File: config.mk
export PLATFORM = sky130hd
export DESIGN_NAME = rs232out_fifo
export DESIGN_NICKNAME = d
export VERILOG_FILES = /design/src/rtl/rs232_pkg.sv /design/src/rtl/fifo_sync.sv /design/src/rtl/rs232out_fifo.sv
export SDC_FILE = /design/constraint.sdc
export NUM_CORES = 1
export LEC_CHECK = 0
export BUFFER_PORTS_ARGS = -buffer_cell sky130_fd_sc_hd__buf_2
export CORE_ASPECT_RATIO = 1.25
export CORE_MARGIN = 4
export CORE_UTILIZATION = 65
export CTS_CLUSTER_DIAMETER = 120
export DETAILED_ROUTE_END_ITERATION = 7
export PLACE_DENSITY = 0.84
export SYNTH_ARGS = -nofsm -noshare
export SYNTH_HDL_FRONTEND = slang
export SYNTH_SLANG_ARGS = --single-unit
File: constraint.sdc
create_clock -name clk25MHz -period 4.2 [get_ports clk25MHz]
set_input_delay 0.84 -clock clk25MHz [delete_from_list [all_inputs] [get_ports clk25MHz]]
set_output_delay 0.84 -clock clk25MHz [all_outputs]
set_load 0.02 [all_outputs]
File: src/rtl/rs232_pkg.sv
// Constants and drain-state encoding shared by the rs232out transmit front-end.
package rs232_pkg;

   localparam logic [7:0] ASCII_CR = 8'h0D;
   localparam logic [7:0] ASCII_LF = 8'h0A;

   typedef enum logic {
      IDLE = 1'b0,
      SENT = 1'b1
   } drain_state_t;

endpackage

File: src/rtl/fifo_sync.sv
// Single-clock FIFO: storage, wrapping pointers, occupancy counter, full/empty flags.
// Writes on full and reads on empty are ignored; no handshake logic lives here.
module fifo_sync #(
   parameter int WIDTH      = 8,
   parameter int DEPTH_LOG2 = 4
) (
   input  logic                  clk,
   input  logic                  reset,
   input  logic                  i_wr_en,
   input  logic [WIDTH-1:0]      i_wr_data,
   input  logic                  i_rd_en,
   output logic [WIDTH-1:0]      o_rd_data,
   output logic [DEPTH_LOG2:0]   o_level,
   output logic                  o_full,
   output logic                  o_empty
);

   localparam int                  DEPTH      = 1 << DEPTH_LOG2;
   localparam logic [DEPTH_LOG2:0] FULL_LEVEL = (DEPTH_LOG2+1)'(DEPTH);
   localparam logic [DEPTH_LOG2:0] LVL_ONE    = (DEPTH_LOG2+1)'(1);
   localparam logic [DEPTH_LOG2-1:0] PTR_ONE  = DEPTH_LOG2'(1);

   logic [WIDTH-1:0]      r_mem [DEPTH];
   logic [DEPTH_LOG2-1:0] r_wr_ptr;
   logic [DEPTH_LOG2-1:0] r_rd_ptr;
   logic [DEPTH_LOG2:0]   r_level;
   logic                  r_full;
   logic                  r_empty;

   logic                  w_push;
   logic                  w_pop;
   logic [DEPTH_LOG2:0]   w_level_next;

   assign w_push = i_wr_en && !r_full;
   assign w_pop  = i_rd_en && !r_empty;

   always_comb begin
      // NOTE: every always_comb output gets a default first so no path can infer a latch.
      w_level_next = r_level;
      if (w_push && !w_pop)
         w_level_next = r_level + LVL_ONE;
      else if (w_pop && !w_push)
         w_level_next = r_level - LVL_ONE;
   end

   always_ff @(posedge clk) begin
      if (reset) begin
         r_wr_ptr <= '0;
         r_rd_ptr <= '0;
         r_level  <= '0;
         r_full   <= 1'b0;
         r_empty  <= 1'b1;
      end else begin
         if (w_push)
            r_wr_ptr <= r_wr_ptr + PTR_ONE;
         if (w_pop)
            r_rd_ptr <= r_rd_ptr + PTR_ONE;
         r_level <= w_level_next;
         r_full  <= (w_level_next == FULL_LEVEL);
         r_empty <= (w_level_next == '0);
      end
   end

   // NOTE: storage is deliberately left out of reset; entries are only ever read after being written.
   always_ff @(posedge clk) begin
      if (w_push)
         r_mem[r_wr_ptr] <= i_wr_data;
   end

   assign o_rd_data = r_mem[r_rd_ptr];
   assign o_level   = r_level;
   assign o_full    = r_full;
   assign o_empty   = r_empty;

endmodule

File: src/rtl/rs232out_fifo.sv
// Buffered transmit front-end for rs232out: byte FIFO drained one frame at a time via we/busy.
// Optional LF -> CR LF expansion when RS232OUT_FIFO_CRLF_EN is defined.
module rs232out_fifo
   import rs232_pkg::*;
#(
   parameter int DEPTH_LOG2 = 4
) (
   input  logic                  clk25MHz,
   input  logic                  reset,
   input  logic [7:0]            wr_data,
   input  logic                  wr_en,
   output logic                  full,
   output logic [DEPTH_LOG2:0]   level,
   output logic                  overflow,
   output logic [7:0]            tx_data,
   output logic                  tx_we,
   input  logic                  tx_busy
);

   logic [7:0]          w_head;
   logic                w_empty;
   logic                w_full;
   logic [DEPTH_LOG2:0] w_level;
   logic                w_pop;

   drain_state_t        r_state;
   drain_state_t        w_state_next;
   logic [7:0]          r_tx_data;
   logic [7:0]          w_tx_data_next;
   logic                r_tx_we;
   logic                w_tx_we_next;
   logic                r_overflow;
`ifdef RS232OUT_FIFO_CRLF_EN
   logic                r_cr_sent;
   logic                w_cr_sent_next;
`endif

   fifo_sync #(
      .WIDTH      (8),
      .DEPTH_LOG2 (DEPTH_LOG2)
   ) u_fifo (
      .clk        (clk25MHz),
      .reset      (reset),
      .i_wr_en    (wr_en),
      .i_wr_data  (wr_data),
      .i_rd_en    (w_pop),
      .o_rd_data  (w_head),
      .o_level    (w_level),
      .o_full     (w_full),
      .o_empty    (w_empty)
   );

   // SENT spaces pulses so rs232out has a cycle to raise busy from its registered state.
   always_comb begin
      w_state_next   = r_state;
      w_tx_we_next   = 1'b0;
      w_tx_data_next = r_tx_data;
      w_pop          = 1'b0;
`ifdef RS232OUT_FIFO_CRLF_EN
      w_cr_sent_next = r_cr_sent;
`endif
      case (r_state)
         IDLE: begin
            if (!w_empty && !tx_busy) begin
               w_tx_we_next = 1'b1;
               w_state_next = SENT;
`ifdef RS232OUT_FIFO_CRLF_EN
               if (w_head == ASCII_LF && !r_cr_sent) begin
                  w_tx_data_next = ASCII_CR;
                  w_cr_sent_next = 1'b1;
               end else begin
                  w_tx_data_next = w_head;
                  w_pop          = 1'b1;
                  w_cr_sent_next = 1'b0;
               end
`else
               w_tx_data_next = w_head;
               w_pop          = 1'b1;
`endif
            end
         end
         SENT:    w_state_next = IDLE;
         default: w_state_next = IDLE;
      endcase
   end

   always_ff @(posedge clk25MHz) begin
      if (reset) begin
         r_state    <= IDLE;
         r_tx_data  <= 8'h00;
         r_tx_we    <= 1'b0;
         r_overflow <= 1'b0;
`ifdef RS232OUT_FIFO_CRLF_EN
         r_cr_sent  <= 1'b0;
`endif
      end else begin
         r_state   <= w_state_next;
         r_tx_data <= w_tx_data_next;
         r_tx_we   <= w_tx_we_next;
         if (wr_en && w_full)
            r_overflow <= 1'b1;
`ifdef RS232OUT_FIFO_CRLF_EN
         r_cr_sent <= w_cr_sent_next;
`endif
      end
   end

   assign full     = w_full;
   assign level    = w_level;
   assign overflow = r_overflow;
   assign tx_data  = r_tx_data;
   assign tx_we    = r_tx_we;

endmodule
Word-level counts from Yosys, hierarchy flattened --
Memories as Yosys holds them, arrays and structs flattened. A register that Yosys moved wholly into a read port is not among the register bits. Cells that the tools add are included.
Cells by class: $add $sub $neg 4, equality and inequality tests 1, multiplexer cells 7, bitwise logic cells 1, reductions and logical operators 13
Operator list (number):
- two-way mux 5 bit | 2
- adder 4 x 1 -> 4 bit (second input constant) | 2
- logical AND 1 bit | 6
- adder 5 x 1 -> 5 bit (second input constant) | 1
- equality test 5 bit (second input constant) | 1
- logical NOT 1 bit | 5
- logical NOT 5 bit | 1
- subtractor 5 x 1 -> 5 bit (second input constant) | 1
- two-way mux 1 bit | 4
- case mux 1 bit (2 select lines) | 1
- AND reduction 2 bit | 1
- inverter 1 bit | 1
Storage, ports and cells: register bits 18, RAM bits 128, memories kept 1
Memories:
- u_fifo.r_mem | words 16, width 8, read ports 1, clocked after Yosys merged registers in 1, write ports 1, line fifo_sync.sv:23 | logic [WIDTH-1:0] r_mem [DEPTH];

Depth between registers and ports, before layout --
Gate-level depths: netlist (run 1).
depth in word-level cells 9, depth in mapped cells 7, mapped depth without buffers 7

Hierarchy --
From an unflattened synthesis (run 1), not the netlist that was laid out.
Unflattened totals: cell total of the unflattened synthesis 338, area, all modules 6248.5 µm²
Modules (own cells, without submodules):
- fifo_sync | instances 1, cells an instance 296, area an instance 5831.8 µm², sequential area each 4224.1 µm²
- rs232out_fifo | instances 1, cells an instance 42, area an instance 416.6 µm², sequential area each 200.2 µm²

Worst setup path after synthesis (run 1) --
OpenSTA, ideal clock, no wires.
kind input -> register, start point in wr_en, end point mem u_fifo.r_mem[3][0] (enable), library setup time 0.383 ns, arrival 1.998 ns, data required time 3.817 ns, path slack 1.819 ns, stages on the path 4, path through nor2b_1 -> buf_2 -> nand2_1 -> nor3_1
Between the ends: word-level cells in the longest chain between the ends 3
RTL lines:
- start, declared | line rs232out_fifo.sv:11 | input logic wr_en,
- logical AND 1 bit | line fifo_sync.sv:34 | assign w_push = i_wr_en && !r_full;
- two-way mux 1 bit | line fifo_sync.sv:66 | if (w_push)
- two-way mux 1 bit (not written as such) | line fifo_sync.sv:67 | r_mem[r_wr_ptr] <= i_wr_data;
- end, declared | line fifo_sync.sv:23
Every way passes these cells.

==> flow_summary.json, run 1 <==
{
  "maxCapViolCount": 0,
  "dr_wl_met2_mm": 6.14,
  "tns_ns": 0,
  "start_kind": "flop",
  "ys_ff_latch": 153,
  "grt_pass1_vias": 3209,
  "synthMuxAreaShare_pct": 12.7,
  "die_w_um": 94.5,
  "critical_path_class": "reg -> reg",
  "synth-simple-area-share_pct": 5.65,
  "grt.total_usage_pct": 23.9,
  "fin_crit_ns": 2.56,
  "layout.nets": 396,
  "async_flop_share_pct": 0,
  "syn_to_final_growth_pct": 13.6,
  "synth-compound-area-share_pct": 4.81,
  "timing.rr.end": "tx_data[5]",
  "crit_arrival_ns": 2.85,
  "endpoint_kind": "flop",
  "die_area_um2": 11000,
  "hold_depth": 2,
  "regArea_um2": 4350,
  "path_clk_slew_ns": 0.07,
  "cts_buffer_depth": 2,
  "finalSetupViolCount": 0,
  "insertion_delay_ns": 0.42,
  "vias": 3236,
  "top_layer_used": "met4",
  "synth_area_leaders": "edfxtp_1 (63%), dfxtp_1 (8.2%), mux4_2 (6.7%)",
  "synth_cell_type_count": 38,
  "io_buffer_count": 27,
  "synth_edf_count": 128,
  "num_antenna_cells": 0,
  "maxSlewViolCount": 0,
  "timing.hold.ws_ns": 0.465,
  "yosysTopAreaCell": "edfxtp_1",
  "dp_hpwl_mm": 7.26,
  "avgSynthCellArea_um2": 17.6,
  "synth-adder-area-share_pct": 1.44,
  "cts-buffers-inserted": 17,
  "grt_pass1_wl_mm": 18.3,
  "grt-ovfl-total": 0,
  "ir_drop_mv": 0.407,
  "seq_area_frac_synth_pct": 71.4,
  "cp-startpoint": "u_fifo.r_rd_ptr[0]",
  "pin_count": 28,
  "nFillCells": 486,
  "drive_above_1_share_pct": 22.6,
  "drt_iter0_markers": 328,
  "clockRootBuffer": "clkbuf_16",
  "drc_errors": 0,
  "antenna_found_initial": 0,
  "status": "completed",
  "wl_per_cell_um": 23.3,
  "rrSetupSlack_ns": 1.64,
  "drt_wl_total_mm": 11.9,
  "synth_top_area_share_pct": 63.2,
  "reg2reg_from": "u_fifo.r_rd_ptr[0]",
  "hold_violations": 0,
  "clock-sinks": 153,
  "rsz0062_at_grt": "no",
  "placed_cells": 481,
  "wl_met3_um": 744,
  "worstMarginPinSlew_ns": 1.18,
  "multi_input_area_um2": 1580,
  "synthTopCellsByCount": "edfxtp_1 (128), nor2_1 (36), dfxtp_1 (25), a21oi_1 (19), mux4_2 (18)",
  "synth_most_common_cell": "edfxtp_1",
  "synth-xor-area-share_pct": 1.30,
  "synthesis.nets": 365,
  "gp_congestion": 0.843,
  "cts_tree": "yes",
  "yosysWarnings": 0,
  "postCtsSetupBuffers": 0,
  "ctsHoldBuffers": 0,
  "syn_area_um2": 6080,
  "synth_ff_type": "edfxtp_1",
  "core_um2": 9130,
  "required_ns": 4.49,
  "ff2ff_path_depth": 6,
  "p_leak_nw": 2.32,
  "max_freq_mhz": 391,
  "firstDrtPassIters": 5,
  "critPathMaxFanout": 26,
  "postRouteAntennaNets": 0,
  "die_h_um": 116,
  "synth_cells": 346,
  "initial_core_util_pct": 66.7,
  "hold_path_class": "reg -> reg",
  "endpoint": "tx_data[5]",
  "slew_headroom_pct": 20.4,
  "ctsResizeCount": 0,
  "rows": 39,
  "routed_via_density": 6.31,
  "powerDensity_nw_per_um2": 551,
  "htree_levels": 4,
  "grt_max_degree": 36,
  "finClkSkew_ns": 0.00710,
  "finalCritPeriodShare_pct": 60.9,
  "synth_top_family_by_area": "multiplexers",
  "met1_length_mm": 4.88,
  "layout.cells.non_filler": 513
}
## cell type report
| class | count | share of cell area (%) |
|---|---|---|
| clock inverters | 15 | 3.13 |
| multi-input cells | 168 | 22.8 |
| inverters | 5 | 0.272 |
| clock buffers | 17 | 6.16 |
| repair buffers | 32 | 2.50 |
| flip-flops and latches | 153 | 62.9 |
| well taps | 123 | 2.23 |
## per-layer routing
metal,vias to the layer above,global-route usage [%]
met5,-,0
met3,16,7.47
li1,1434,-
met4,0,7.70
met1,1649,31.2
met2,137,39.0
## sequential cells by signal, summed over array words and instances (netlist names)
name and count:
overflow 1, r_state 1, tx_data 8, u_fifo.o_empty 1
u_fifo.o_full 1, u_fifo.o_level 5, u_fifo.r_mem 128, u_fifo.r_rd_ptr 4
u_fifo.r_wr_ptr 4
## worst min path at each step
stage / start / end / slack, ns
2_1_floorplan: u_fifo.r_wr_ptr[1] / u_fifo.r_wr_ptr[1] / 0.48
3_3_place_gp: overflow / overflow / 0.45
3_5_place_dp: overflow / overflow / 0.45
4_1_cts: overflow / overflow / 0.47
5_1_grt: tx_data[6] / tx_data[6] / 0.52
6_report: overflow / overflow / 0.47
## stage by stage
step / util [%] / area (um^2) / setup slack, ns / power (mW)
after floorplan: - / 6080 / 1.82 / 2.10
after global placement: 68.7 / 6270 / 1.63 / 2.19
after detailed placement: 68.7 / 6270 / 1.47 / 2.20
after CTS: 75.7 / 6910 / 1.62 / 3.82
after global routing: 75.7 / 6910 / 1.51 / 3.95
final: 75.7 / 6910 / 1.64 / 3.81
## cell usage in the layout (no fill, tap or decap), drive strengths merged, types with 3 or more instances in the layout
cell type,n
a22oi,16
nand3,4
xnor2,5
clkbuf,17
dfxtp,25
nand4,3
nand2,12
nor2,37
buf,32
inv,9
nand2b,3
nor3,6
edfxtp,128
xor2,4
nor2b,4
clkinv,5
bufinv,4
ha,7
mux4,32
a21oi,19
## where the power goes
part | switching (mW) | total, mW | internal (mW)
clock network | 0.623 | 1.63 | 1.01
logic | 0.213 | 0.402 | 0.189
registers | 0.0787 | 1.78 | 1.70
## worst max-delay path: stages (launching register included)
cell	delay (ns)
dfxtp_2	0.92
buf_4	0.37
mux4_1	0.58
a22oi_1	0.23
a21oi_1	0.11
a21oi_1	0.15
nor2_1	0.05
## cells by family after synthesis
logic type	count (synthesis)
and+or+nand+nor	75
AOI/OAI and AO/OA	45
buffers and inverters	25
muxes	32
DFF	153
adders and majority gates	7
xor gates and xnor gates	9
Note: power is estimated with default switching activity, not from simulation.
==> run 2, diff against run 1 <==
Settings changed: CORE_UTILIZATION 65 to 55, PLACE_DENSITY 0.84 to 0.75.
Clock period 4.2 ns to 2.05 ns, I/O delays scaled along.
==> run 2 against run 1 <==
Effect of this change:
- wire length rose by 1.9%
- critical path depth rose by 1
- utilization is 9.2 points lower
- sequential share of layout area down 1.9 points
- hold slack worse by 0.19 ns
- critical path type unchanged
- first-iteration DRC count decreased by 13%
- combinational power rose to 2.7 times the previous value
- clock skew grew 0.0029 ns
- cell count increased by 8.8%
- clock power rose by 72%
==> flow_summary.json, run 2 (synthesized netlist as in run 1, its figures left out) <==
{
  "drive_above_1_share_pct": 28.2,
  "clockRootBuffer": "clkbuf_16",
  "pin_count": 28,
  "htree_levels": 4,
  "wl_per_cell_um": 21.8,
  "post-place-ws_ns": 0.0841,
  "maxSlewViolCount": 0,
  "max_freq_mhz": 522,
  "grt-ovfl-total": 0,
  "tns_ns": 0,
  "final_area_um2": 7130,
  "total_power_mw": 7.45,
  "endpoint_kind": "flop",
  "ctsHoldBuffers": 0,
  "syn_to_final_growth_pct": 17.1,
  "max_stage_delay_ns": 0.51,
  "rsz0062_at_grt": "no",
  "largest_register": "u_fifo.r_mem",
  "maxCapViolCount": 0,
  "powerDensity_nw_per_um2": 1050,
  "hold_path_class": "in -> reg",
  "cts_buffer_depth": 2,
  "path_clk_slew_ns": 0.06,
  "drt_iter0_markers": 286,
  "finalSetupViolCount": 0,
  "finalCritPeriodShare_pct": 93.5,
  "cts_tree": "yes",
  "drc_errors": 0,
  "insertion_delay_ns": 0.41,
  "crit_chain": "buf_12, buf_4, mux4_2, a22oi_1, a21oi_1, a21oi_1, nor2_1",
  "vias": 3260,
  "start_kind": "flop",
  "antenna_found_initial": 0,
  "crit_path_frequent_cell": "a21oi_1",
  "grt_pass1_wl_mm": 18.8,
  "timing.hold.ws_ns": 0.277,
  "final_cell_mix": "edfxtp_1 (128), buf_4 (38), nor2_1 (36)",
  "die_area_um2": 12800,
  "ir_drop_mv": 0.654,
  "crit_family": "compound AO/OA/AOI/OAI gates",
  "worstMarginPinSlew_ns": 0.464,
  "fin_ws_ns": 0.133,
  "layout.nets": 432,
  "postRouteAntennaNets": 0,
  "cts-buffers-inserted": 17,
  "utilization_pct": 66.5,
  "dpl-instance-area_um2": 6470,
  "placed_cells": 511,
  "finClkSkew_ns": 0.0100,
  "slew_headroom_pct": 69.1,
  "grt.total_usage_pct": 20.5,
  "clock-sinks": 153,
  "critPathMaxFanout": 18,
  "initial_core_util_pct": 56.8,
  "required_ns": 2.33,
  "grt_max_degree": 36,
  "dp_hpwl_mm": 7.77,
  "grt_pass1_vias": 3282,
  "drt_wl_total_mm": 12.2,
  "largest_register_ffs": 128,
  "status": "completed",
  "critical_path_class": "reg -> reg",
  "path_buf_inv": 2,
  "die_h_um": 126,
  "die_w_um": 102,
  "routed_via_density": 5.84,
  "layout.cells.non_filler": 558,
  "gp_congestion": 0.810,
  "fin_crit_ns": 1.92,
  "num_antenna_cells": 0,
  "critPathSlowestCell": "mux4_2",
  "firstDrtPassIters": 5,
  "hold_violations": 0,
  "p_leak_nw": 2.48,
  "layout_commonest_cell": "edfxtp_1",
  "crit_arrival_ns": 2.20,
  "io_buffer_count": 27,
  "core_um2": 10700,
  "rows": 42
}
run 2: path summary, 6_finish.rpt:
path / startpoint / to / slack [ns] / cells past startpoint
hold / removal: wr_en / overflow / 0.28 / 3
setup reg to reg: u_fifo.r_rd_ptr[0] / tx_data[6] / 0.13 / 7
hold reg to reg: overflow / overflow / 0.47 / 2
setup / recovery: u_fifo.r_rd_ptr[0] / tx_data[6] / 0.13 / 7
run 2: final cells by class:
type / count / area (um^2)
flip-flops and latches: 153 / 4350
fillers: 731 / 3590
well taps: 132 / 165
repair buffers: 68 / 480
clock buffers: 20 / 437
multi-input cells: 168 / 1580
clock inverters: 12 / 105
inverters: 5 / 18.8
run 2: repair_timing:
item | in CTS | in global routing
resized for setup | 0 | 0
setup endpoints to repair | 0 | 4
buffers inserted | 0 | 15
run 2: worst reg2reg max path: cells and delay by family (launching register included):
| family | cells | cell delay [ns] |
|---|---|---|
| compound gates | 3 | 0.60 |
| mux | 1 | 0.51 |
| flops | 1 | 0.34 |
| buf+inv | 2 | 0.29 |
| simple gates | 1 | 0.05 |
run 2: where the power goes:
| group | switching [mW] | total [mW] | internal [mW] |
|---|---|---|---|
| logic | 0.564 | 1.08 | 0.521 |
| registers | 0.0816 | 3.56 | 3.48 |
| clock network | 1.14 | 2.81 | 1.66 |
run 2: routing by layer:
metal	routed length, um	track usage (%)	vias to the layer above
met5	0	0	-
met4	236	7.26	0
met3	735	5.18	18
met2	6310	32.6	117
met1	4880	27.4	1619
li1	-	-	1506
==> run 3, diff against run 2 <==
Settings changed: CORE_ASPECT_RATIO 1.25 to default.
==> run 3 against run 2 <==
Effect of this change:
- combinational power fell by 12%
- die area is essentially flat
- wire length shrank 0.27%
- cell count is 1.1% lower
- critical path type unchanged
- largest cell class unchanged
- highest routed layer unchanged
==> flow_summary.json, run 3 (synthesized netlist as in run 1, its figures left out) <==
{
  "num_antenna_cells": 0,
  "reg2reg_from": "u_fifo.r_rd_ptr[0]",
  "grt_max_degree": 28,
  "crit_path_frequent_cell": "a21oi_1",
  "cts-buffers-inserted": 17,
  "critPathMaxFanout": 17,
  "routed_via_density": 5.99,
  "cts_buffer_depth": 2,
  "ctsHoldBuffers": 0,
  "gp_congestion": 0.867,
  "dp_hpwl_mm": 7.92,
  "die_area_um2": 12800,
  "postCtsSetupBuffers": 0,
  "p_leak_nw": 2.43,
  "finClkSkew_ns": 0.00779,
  "grt_pass1_wl_mm": 19.1,
  "wl_per_cell_um": 22.0,
  "path_buf_inv": 1,
  "antenna_found_initial": 0,
  "layout_commonest_cell": "edfxtp_1",
  "drc_errors": 0,
  "path_clk_slew_ns": 0.06,
  "largest_register": "u_fifo.r_mem",
  "critPathSlowestCell": "mux4_1",
  "tns_ns": 0,
  "drive_above_1_share_pct": 25.2,
  "ctsResizeCount": 0,
  "worstMarginPinSlew_ns": 0.511,
  "finalCritPeriodShare_pct": 94.2,
  "hold_path_class": "in -> reg",
  "hold_violations": 0,
  "max_freq_mhz": 518,
  "maxSlewViolCount": 0,
  "initial_core_util_pct": 56.1,
  "final_cell_mix": "edfxtp_1 (128), nor2_1 (36), buf_2 (27)",
  "insertion_delay_ns": 0.52,
  "die_h_um": 113,
  "rsz0062_at_grt": "no",
  "maxCapViolCount": 0,
  "cts_tree": "yes",
  "max_stage_delay_ns": 0.57,
  "postRouteAntennaNets": 0,
  "firstDrtPassIters": 5,
  "dpl-instance-area_um2": 6490,
  "finalSetupViolCount": 0,
  "endpoint_kind": "flop",
  "vias": 3304,
  "grt.total_usage_pct": 20.4,
  "critical_path_class": "reg -> reg",
  "cp.depth": 6,
  "crit_chain": "buf_12, mux4_1, a22oi_1, a21oi_1, a21oi_1, nor2_1",
  "die_w_um": 113,
  "utilization_pct": 65.3,
  "ir_drop_mv": 0.584,
  "drt_iter0_markers": 277,
  "rows": 38,
  "crit_family": "multiplexers",
  "pin_count": 28,
  "syn_to_final_growth_pct": 16.3,
  "grt-ovfl-total": 0,
  "htree_levels": 4,
  "cp-startpoint": "u_fifo.r_rd_ptr[0]",
  "layout.cells.non_filler": 552,
  "largest_register_ffs": 128,
  "start_kind": "flop",
  "placed_cells": 520,
  "clockRootBuffer": "clkbuf_8",
  "timing.rr.end": "tx_data[0]",
  "status": "completed",
  "powerDensity_nw_per_um2": 1060,
  "rrSetupSlack_ns": 0.12,
  "core_um2": 10800,
  "nFillCells": 748,
  "ff2ff_path_depth": 6,
  "clock-sinks": 153,
  "io_buffer_count": 27,
  "grt_pass1_vias": 3342,
  "drt_wl_total_mm": 12.1,
  "fin_crit_ns": 1.93,
  "slew_headroom_pct": 65.9,
  "crit_arrival_ns": 2.32,
  "layout.nets": 418,
  "total_power_mw": 7.48,
  "final_area_um2": 7080,
  "required_ns": 2.44,
  "endpoint": "tx_data[0]"
}
## run 3: routing by layer
layer,part of all wire (%),GRT usage [%],vias to the layer above
li1,-,-,1477
met1,42,27.0,1700
met2,51,33.2,113
met3,4.9,5.08,14
met4,1.5,7.37,0
met5,0,0,-
## run 3: worst min path at each step
stage               depth (start not counted)            endpoint  slack, ns                from
floorplan                                   2  u_fifo.r_wr_ptr[1]       0.48  u_fifo.r_wr_ptr[1]
global placement                            2            overflow       0.45            overflow
detailed placement                          2            overflow       0.46            overflow
CTS                                         3            overflow       0.15               wr_en
global route                                3            overflow       0.17               wr_en
finish                                      3            overflow       0.15               wr_en
## run 3: worst min-delay path, cell delays in order
cell and delay, ns:
buf_2 0.10, a21oi_1 0.06, nor2_1 0.07
## run 3: through the flow
stage | hold slack, ns | worst slack (ns)
2_1_floorplan | 0.476 | 0.0985
3_3_place_gp | 0.449 | 0.163
3_5_place_dp | 0.463 | 0.124
4_1_cts | 0.148 | 0.105
5_1_grt | 0.168 | 0.0323
6_report | 0.151 | 0.120
## run 3: final cells by class
cell class,count,area (um^2),area share (%)
Tap cell,140,175,2.48
Clock buffer,29,563,7.96
Inverter,5,18.8,0.265
Clock inverter,3,21.3,0.301
Multi-Input combinational cell,168,1580,22.3
Sequential cell,153,4350,61.4
Timing Repair Buffer,54,375,5.31
## run 3: power by group
group	internal [mW]	switching, mW
sequential	3.48	0.0915
clock	1.84	1.12
combinational	0.436	0.516
total	5.75	1.73
